## config.mk

```make
export PLATFORM = sky130hd
export DESIGN_NAME = zero_responder
export DESIGN_NICKNAME = d
export VERILOG_FILES = /design/src/rtl/zero_responder.sv
export SDC_FILE = /design/constraint.sdc
export NUM_CORES = 1
export LEC_CHECK = 0
export CAP_MARGIN = 5
export CORE_MARGIN = 2
export CORE_UTILIZATION = 37
export DETAILED_ROUTE_END_ITERATION = 7
export GPL_TIMING_DRIVEN = 0
export PLACE_DENSITY_LB_ADDON = 0.25
export SLEW_MARGIN = 20
export SYNTH_ARGS = -nofsm -noshare
export SYNTH_HDL_FRONTEND = slang
export SYNTH_SLANG_ARGS = --single-unit
```

## constraint.sdc

```tcl
create_clock -name clock -period 1.7 [get_ports clock]
set_input_delay 0.34 -clock clock [delete_from_list [all_inputs] [get_ports clock]]
set_output_delay 0.34 -clock clock [all_outputs]
set_load 0.02 [all_outputs]
```

## src/rtl/zero_responder.sv

```systemverilog
// zero_responder: stub slave endpoint that answers every request with a
// constant response after a minimum latency, keeping requests in order.
module zero_responder #(
  parameter int DATA_W = 32,
  parameter int ID_W = 4,
  parameter int DEPTH = 2,
  parameter int LATENCY = 1,
  parameter logic [DATA_W-1:0] CONST = '0,
  parameter bit DENY = 1'b0
) (
  input  logic              clock,
  input  logic              reset,
  input  logic              req_valid,
  output logic              req_ready,
  input  logic [ID_W-1:0]   req_id,
  input  logic              req_read,
  output logic              resp_valid,
  input  logic              resp_ready,
  output logic [ID_W-1:0]   resp_id,
  output logic [DATA_W-1:0] resp_data,
  output logic              resp_error,
  output logic              busy
);

  localparam int CNT_W = $clog2(DEPTH + 1);
  localparam int PTR_W = (DEPTH > 1) ? $clog2(DEPTH) : 1;
  localparam int AGE_W = $clog2(LATENCY + 1);

  localparam logic [CNT_W-1:0] FULL = CNT_W'(DEPTH);
  localparam logic [PTR_W-1:0] LAST = PTR_W'(DEPTH - 1);
  localparam logic [AGE_W-1:0] RIPE = AGE_W'(LATENCY);

  logic [CNT_W-1:0] count_q, count_d;
  logic [PTR_W-1:0] wptr_q, wptr_d;
  logic [PTR_W-1:0] rptr_q, rptr_d;
  logic [ID_W-1:0]  id_q [DEPTH];
  logic [ID_W-1:0]  id_d [DEPTH];
  logic [DEPTH-1:0] rd_q, rd_d;
  logic [AGE_W-1:0] age_q [DEPTH];
  logic [AGE_W-1:0] age_d [DEPTH];

  logic push;
  logic pop;

  // req_ready looks only at registered count, never at resp_ready
  always_comb begin
    req_ready  = !reset && (count_q < FULL);
    busy       = (count_q != '0);
    resp_valid = busy && (age_q[rptr_q] >= RIPE);
    push       = req_valid && req_ready;
    pop        = resp_valid && resp_ready;
    resp_id    = '0;
    resp_data  = '0;
    resp_error = 1'b0;
    if (resp_valid) begin
      resp_id    = id_q[rptr_q];
      resp_data  = rd_q[rptr_q] ? CONST : '0;
      resp_error = DENY;
    end
  end

  always_comb begin
    count_d = count_q;
    wptr_d  = wptr_q;
    rptr_d  = rptr_q;
    id_d    = id_q;
    rd_d    = rd_q;
    for (int i = 0; i < DEPTH; i++) begin
      age_d[i] = (age_q[i] < RIPE) ? age_q[i] + 1'b1 : age_q[i];
    end
    if (push) begin
      id_d[wptr_q]  = req_id;
      rd_d[wptr_q]  = req_read;
      age_d[wptr_q] = AGE_W'(1);
      wptr_d = (wptr_q == LAST) ? '0 : wptr_q + 1'b1;
    end
    if (pop) begin
      rptr_d = (rptr_q == LAST) ? '0 : rptr_q + 1'b1;
    end
    unique case ({push, pop})
      2'b10:   count_d = count_q + 1'b1;
      2'b01:   count_d = count_q - 1'b1;
      default: count_d = count_q;
    endcase
  end

  always_ff @(posedge clock) begin
    if (reset) begin
      count_q <= '0;
      wptr_q  <= '0;
      rptr_q  <= '0;
      rd_q    <= '0;
      for (int i = 0; i < DEPTH; i++) begin
        id_q[i]  <= '0;
        age_q[i] <= '0;
      end
    end else begin
      count_q <= count_d;
      wptr_q  <= wptr_d;
      rptr_q  <= rptr_d;
      rd_q    <= rd_d;
      id_q    <= id_d;
      age_q   <= age_d;
    end
  end

endmodule
```

### Word level (Yosys, flattened, before mapping)

Index checks and enable logic that the tools add are counted.

* flip-flop bits (word level): 14
* RAM bits: 0
* output and inout bits: 40
* latch bits: 0
* bits of input ports: 9
* memory bits (read-only): 0
* memories kept: 0
* logic and storage cells: 51

* $add $sub $neg: 6
* eq/ne operators: 2
* reduce and logical (&&, ||, !) cells: 8
* bitwise gates (word level): 3
* mux-type cells: 18
* shifts and indexed selects: 0
* magnitude comparators: 7
* div/mod/pow operators: 0
* multiply operators: 0

Operator list (count)
* $mux 4: 5
* $bwmux 8: 1
* $mux 1: 8
* $logic_and 1x1->1: 5
* $add 1x1->1 const B: 4
* $demux 4 s1: 1
* $ge 2x2->1 const B: 2
* $not 1->2: 2
* $pmux 2 s2: 1
* $reduce_bool 2->1: 2
* $add 2x1->2 const B: 1
* $eq 2x1->1 const B: 1
* $eq 2x2->1 const B: 1
* $lt 1x1->1 const B: 2
* $lt 2x1->1 const B: 1
* $lt 2x2->1 const B: 1
* $mux 2: 1
* $or 2x2->2: 1
* $sub 2x1->2 const B: 1
* $demux 1 s1: 1
* $ge 1x1->1 const B: 1
* $logic_not 1->1: 1

### Depth between registers and ports, before layout

* word-level depth: 9
* gate-level depth with buffers: 6
* mapped depth without buffers: 6

### Least setup slack after synthesis

Ideal clock, no wire load.

* kind: register to register
* from: register count_q[1]
* to: register count_q[1]
* data required time: 1630 ps
* clock period less this slack: 1496 ps
* path slack: 204 ps
* setup time: 70 ps
* cell stages (with the launch flop): 6
* arrival time: 1426 ps
* buffers on the path: 0
* cells stage by stage: dfxtp_1 o211ai_1 inv_1 ha_1 or3_1 a21oi_1

* longest elaborated chain between the ends: 5
* elaborated cells between the ends (all ways): 12
* those cells by class: 2 x add/sub; 1 x order compare; 2 x eq/ne; 1 x mux; 6 x reduce/logical

RTL lines
* start, declared: RTL line 33 `logic [CNT_W-1:0] count_q, count_d;`
* start signal, assigned: RTL line 98 `count_q <= count_d;`
* $reduce_bool 2->1 *: RTL line 48 `busy = (count_q != '0);`
* $logic_and 1x1->1 *: RTL line 49 `resp_valid = busy && (age_q[rptr_q] >= RIPE);`
* $logic_and 1x1->1 *: RTL line 51 `pop = resp_valid && resp_ready;`
* via pop: RTL line 43 `logic pop;`
* $eq 2x1->1 or $eq 2x2->1 (tied branches): RTL line 80 `unique case ({push, pop})`
* $pmux 2 s2 or $reduce_bool 2->1 (tied branches)

Mark *: on every way through the listed nets, which the timed path passes. The rest lies on a longest branch.
A chain may end at the register's enable or synchronous reset.

### Final worst setup path

* from: register count_q[1]
* to: output port busy

* longest elaborated chain between the ends: 1

RTL lines
* $reduce_bool 2->1: RTL line 48
* end, declared: RTL line 22 `output logic busy`

No other way between the ends.

==> flow_summary.toml <==
[outcome]
status = "finished, final reports clean"

[worst_setup_path]
setup.worst_path.start = "count_q[1]$_SDFFE_PP0P_"
criticalPathCategory = "reg -> out"
reg2reg_depth = 5
r2r_start = "count_q[1]$_SDFFE_PP0P_"
end_kind = "output port"
cp_slowest_stage_delay_ps = 380
crit_slowest_cell = "dfxtp_4"
cp.required_ps = 1360
crit_arrival_ps = 1300
crit_path_start_kind = "register"
crit_fanout = 8
endpoint = "busy"
reg2reg_slack_ps = 160
crit_chain = "or2_2 > dlygate4sd2_1"
r2r-end = "count_q[1]$_SDFFE_PP0P_"

[worst_hold_path]
hold_depth = 2
hp-class = "in -> reg"

[route]
drt-initial-drc-count = 9
viasPerCell = 3.60
drt-total-wl_um = 1380
num_vias = 619
ant_nets = 0
route.detailed.drc = 0
wl_per_cell_um = 8.02
dr.pass1.iters = 2

[cells_and_area]
drive_above_1_share = 0.340
fin_nets = 155
syn_to_final_growth_pct = 40.0
stdcell_area_um2 = 1160
post-route-util = 0.537
antenna-diode-count = 0
final_cells = 172

[grt]
use_met1 = 0.111
grt_max_degree = 11
met2_usage = 0.190
gr-usage-met3 = 0.0263
grt.overflow.total = 0
antenna_found_initial = 0
grt_usage = 0.103
grt_pass1_vias = 510
grt_busiest_layer = "met2"
grt_pass1_wl_um = 2040

[run]
cap_violations = 0

[floorplan]
dieWidth_um = 51.4
initial_utilization = 0.384
rows = 17
die_area_um2 = 2640
pin_count = 49
core_area_um2 = 2170
die_y_um = 51.4

[logic_synthesis]
netlist_area_um2 = 832
synth.distinct_cells = 19
yosysSeqAreaShare = 0.313
syn_area_per_cell_um2 = 8.76
synth_warnings = 0
synth-seq-cells = 13
syn_inst = 95

[sta]
slew_viol_final = 0
finalCritPeriodShare = 0.964
finClkSkew_ps = 4.71
rsz0062_at_grt = "false"
final_hold_viol_count = 0
fin_ws_ps = 60.4
setup-violations-final = 0
fmax_mhz = 610
fin_crit_ps = 1640

[placed_design]
place_ws_ps = -537
placed_cell_area_um2 = 1130
port_buffers = 14
place_hpwl_um = 1140
dp_cells = 169
gp_congestion = 0.637

[clocking]
cts_tree = "yes"
clk_latency_ps = 270
cts-root-buf = "clkbuf_4"
cts_buffer_depth = 2
clk_pin_slew_worst_paths_ps = 70
cts_made_buffers = 3
cts_sinks = 13
post-cts-setup-buffers = 0
cts_htree_levels = 1

[power]
power_switching_mw = 0.284
p_leak_nw = 0.660
seq_power_share = 0.426
p_int_mw = 0.562
pwr-share-comb = 0.353
power.density_nw_per_um2 = 726
clock_power_share = 0.222
power_mw = 0.846
switching_share = 0.336
ir_drop_mv = 0.616
## critical path, delay by kind of cell, from the launching register on
| family | cells | cell delay, ps |
|---|---|---|
| flops | 1 | 380 |
| buf+inv | 1 | 330 |
| simple gates | 1 | 320 |
## metrics by stage
stage	setup TNS, ps	hold slack (ps)
CTS	0	449
global route	0	465
floorplan	0	409
global placement	-1700	472
finish	0	465
detailed placement	-1830	487
## registers in the layout, summed over array words and instances (netlist names)
signal	count
id_q	8
count_q	2
age_q	1
rptr_q	1
wptr_q	1
## routing by layer
metal | vias to the layer above | routed length, µm
met3 | 0 | 136
li1 | 336 | -
met1 | 251 | 580
met5 | - | 0
met4 | 0 | 0
met2 | 32 | 662
## cells by family after synthesis
family | Yosys count | share of synthesized area
compound gates | 3 | 0.0210
flops | 13 | 0.313
buf+inv | 38 | 0.320
other cells | 1 | 0.00451
xor+xnor | 4 | 0.0421
simple gates | 23 | 0.140
fa+ha+maj | 1 | 0.0150
mux | 12 | 0.144
## power groups by stage
stage | combinational (mW) | sequential [mW] | clock, mW
3_3_place_gp | 0.298 | 0.359 | 0
4_1_cts | 0.298 | 0.361 | 0.193
2_1_floorplan | 0.238 | 0.357 | 0
6_report | 0.298 | 0.360 | 0.187
3_5_place_dp | 0.301 | 0.362 | 0
5_1_grt | 0.322 | 0.364 | 0.213
## cell usage after synthesis
cell type	number	share of area
clkbuf_1	2	0.0090
nor2_1	16	0.072
nor3b_4	1	0.023
o21ai_0	1	0.0060
ha_1	1	0.015
buf_4	33	0.30
nand2_1	2	0.0090
or3_1	1	0.0075
nor2b_1	1	0.0075
inv_1	3	0.014
or2_2	1	0.0075
o211ai_1	1	0.0090
xor2_1	2	0.021
dfxtp_1	13	0.31
a21oi_1	1	0.0060
nand3b_2	1	0.014
conb_1	1	0.0045
xnor2_1	2	0.021
mux2i_1	12	0.14
## repair_timing
item | 4_1_cts | 5_1_grt
endpoints found under the setup margin | 8 | 1
hold buffers | 0 | 0
gates resized for setup | 33 | 1
## final cells by class
| type | instances | area [µm²] |
|---|---|---|
| buffer | 34 | 262 |
| clock buffer | 4 | 26.3 |
| fill | 217 | 1000 |
| inverter | 3 | 11.3 |
| multi-input combinational | 76 | 453 |
| sequential | 13 | 264 |
| tap | 28 | 35.0 |
| timing repair buffer | 14 | 114 |
## layout by cell type (no fill, tap or decap)
cell / count
mux2i_1: 12
a21oi_1: 1
xor2_1: 2
clkbuf_4: 3
o211ai_1: 1
ha_4: 1
clkbuf_1: 1
nand2_1: 1
nand2_4: 1
nand3b_2: 1
nor2_1: 16
dfxtp_1: 12
inv_1: 3
xnor2_1: 2
clkbuf_8: 1
nor2b_4: 1
buf_4: 33
clkdlybuf4s50_1: 5
or2_2: 1
dfxtp_4: 1
dlymetal6s2s_1: 1
nor3b_4: 1
or3_1: 1
conb_1: 33
o21ai_0: 1
dlygate4sd2_1: 3
buf_2: 5
## worst min path at each step
stage	startpoint	end	slack (ps)
floorplan	reset	count_q[1]$_SDFFE_PP0P_	410
finish	reset	count_q[1]$_SDFFE_PP0P_	470
global route	reset	count_q[1]$_SDFFE_PP0P_	460
detailed placement	id_q[5]$_SDFFE_PP0P_	id_q[5]$_SDFFE_PP0P_	490
CTS	reset	count_q[1]$_SDFFE_PP0P_	450
global placement	id_q[5]$_SDFFE_PP0P_	id_q[5]$_SDFFE_PP0P_	470
Power figures use the tool's default switching activity.
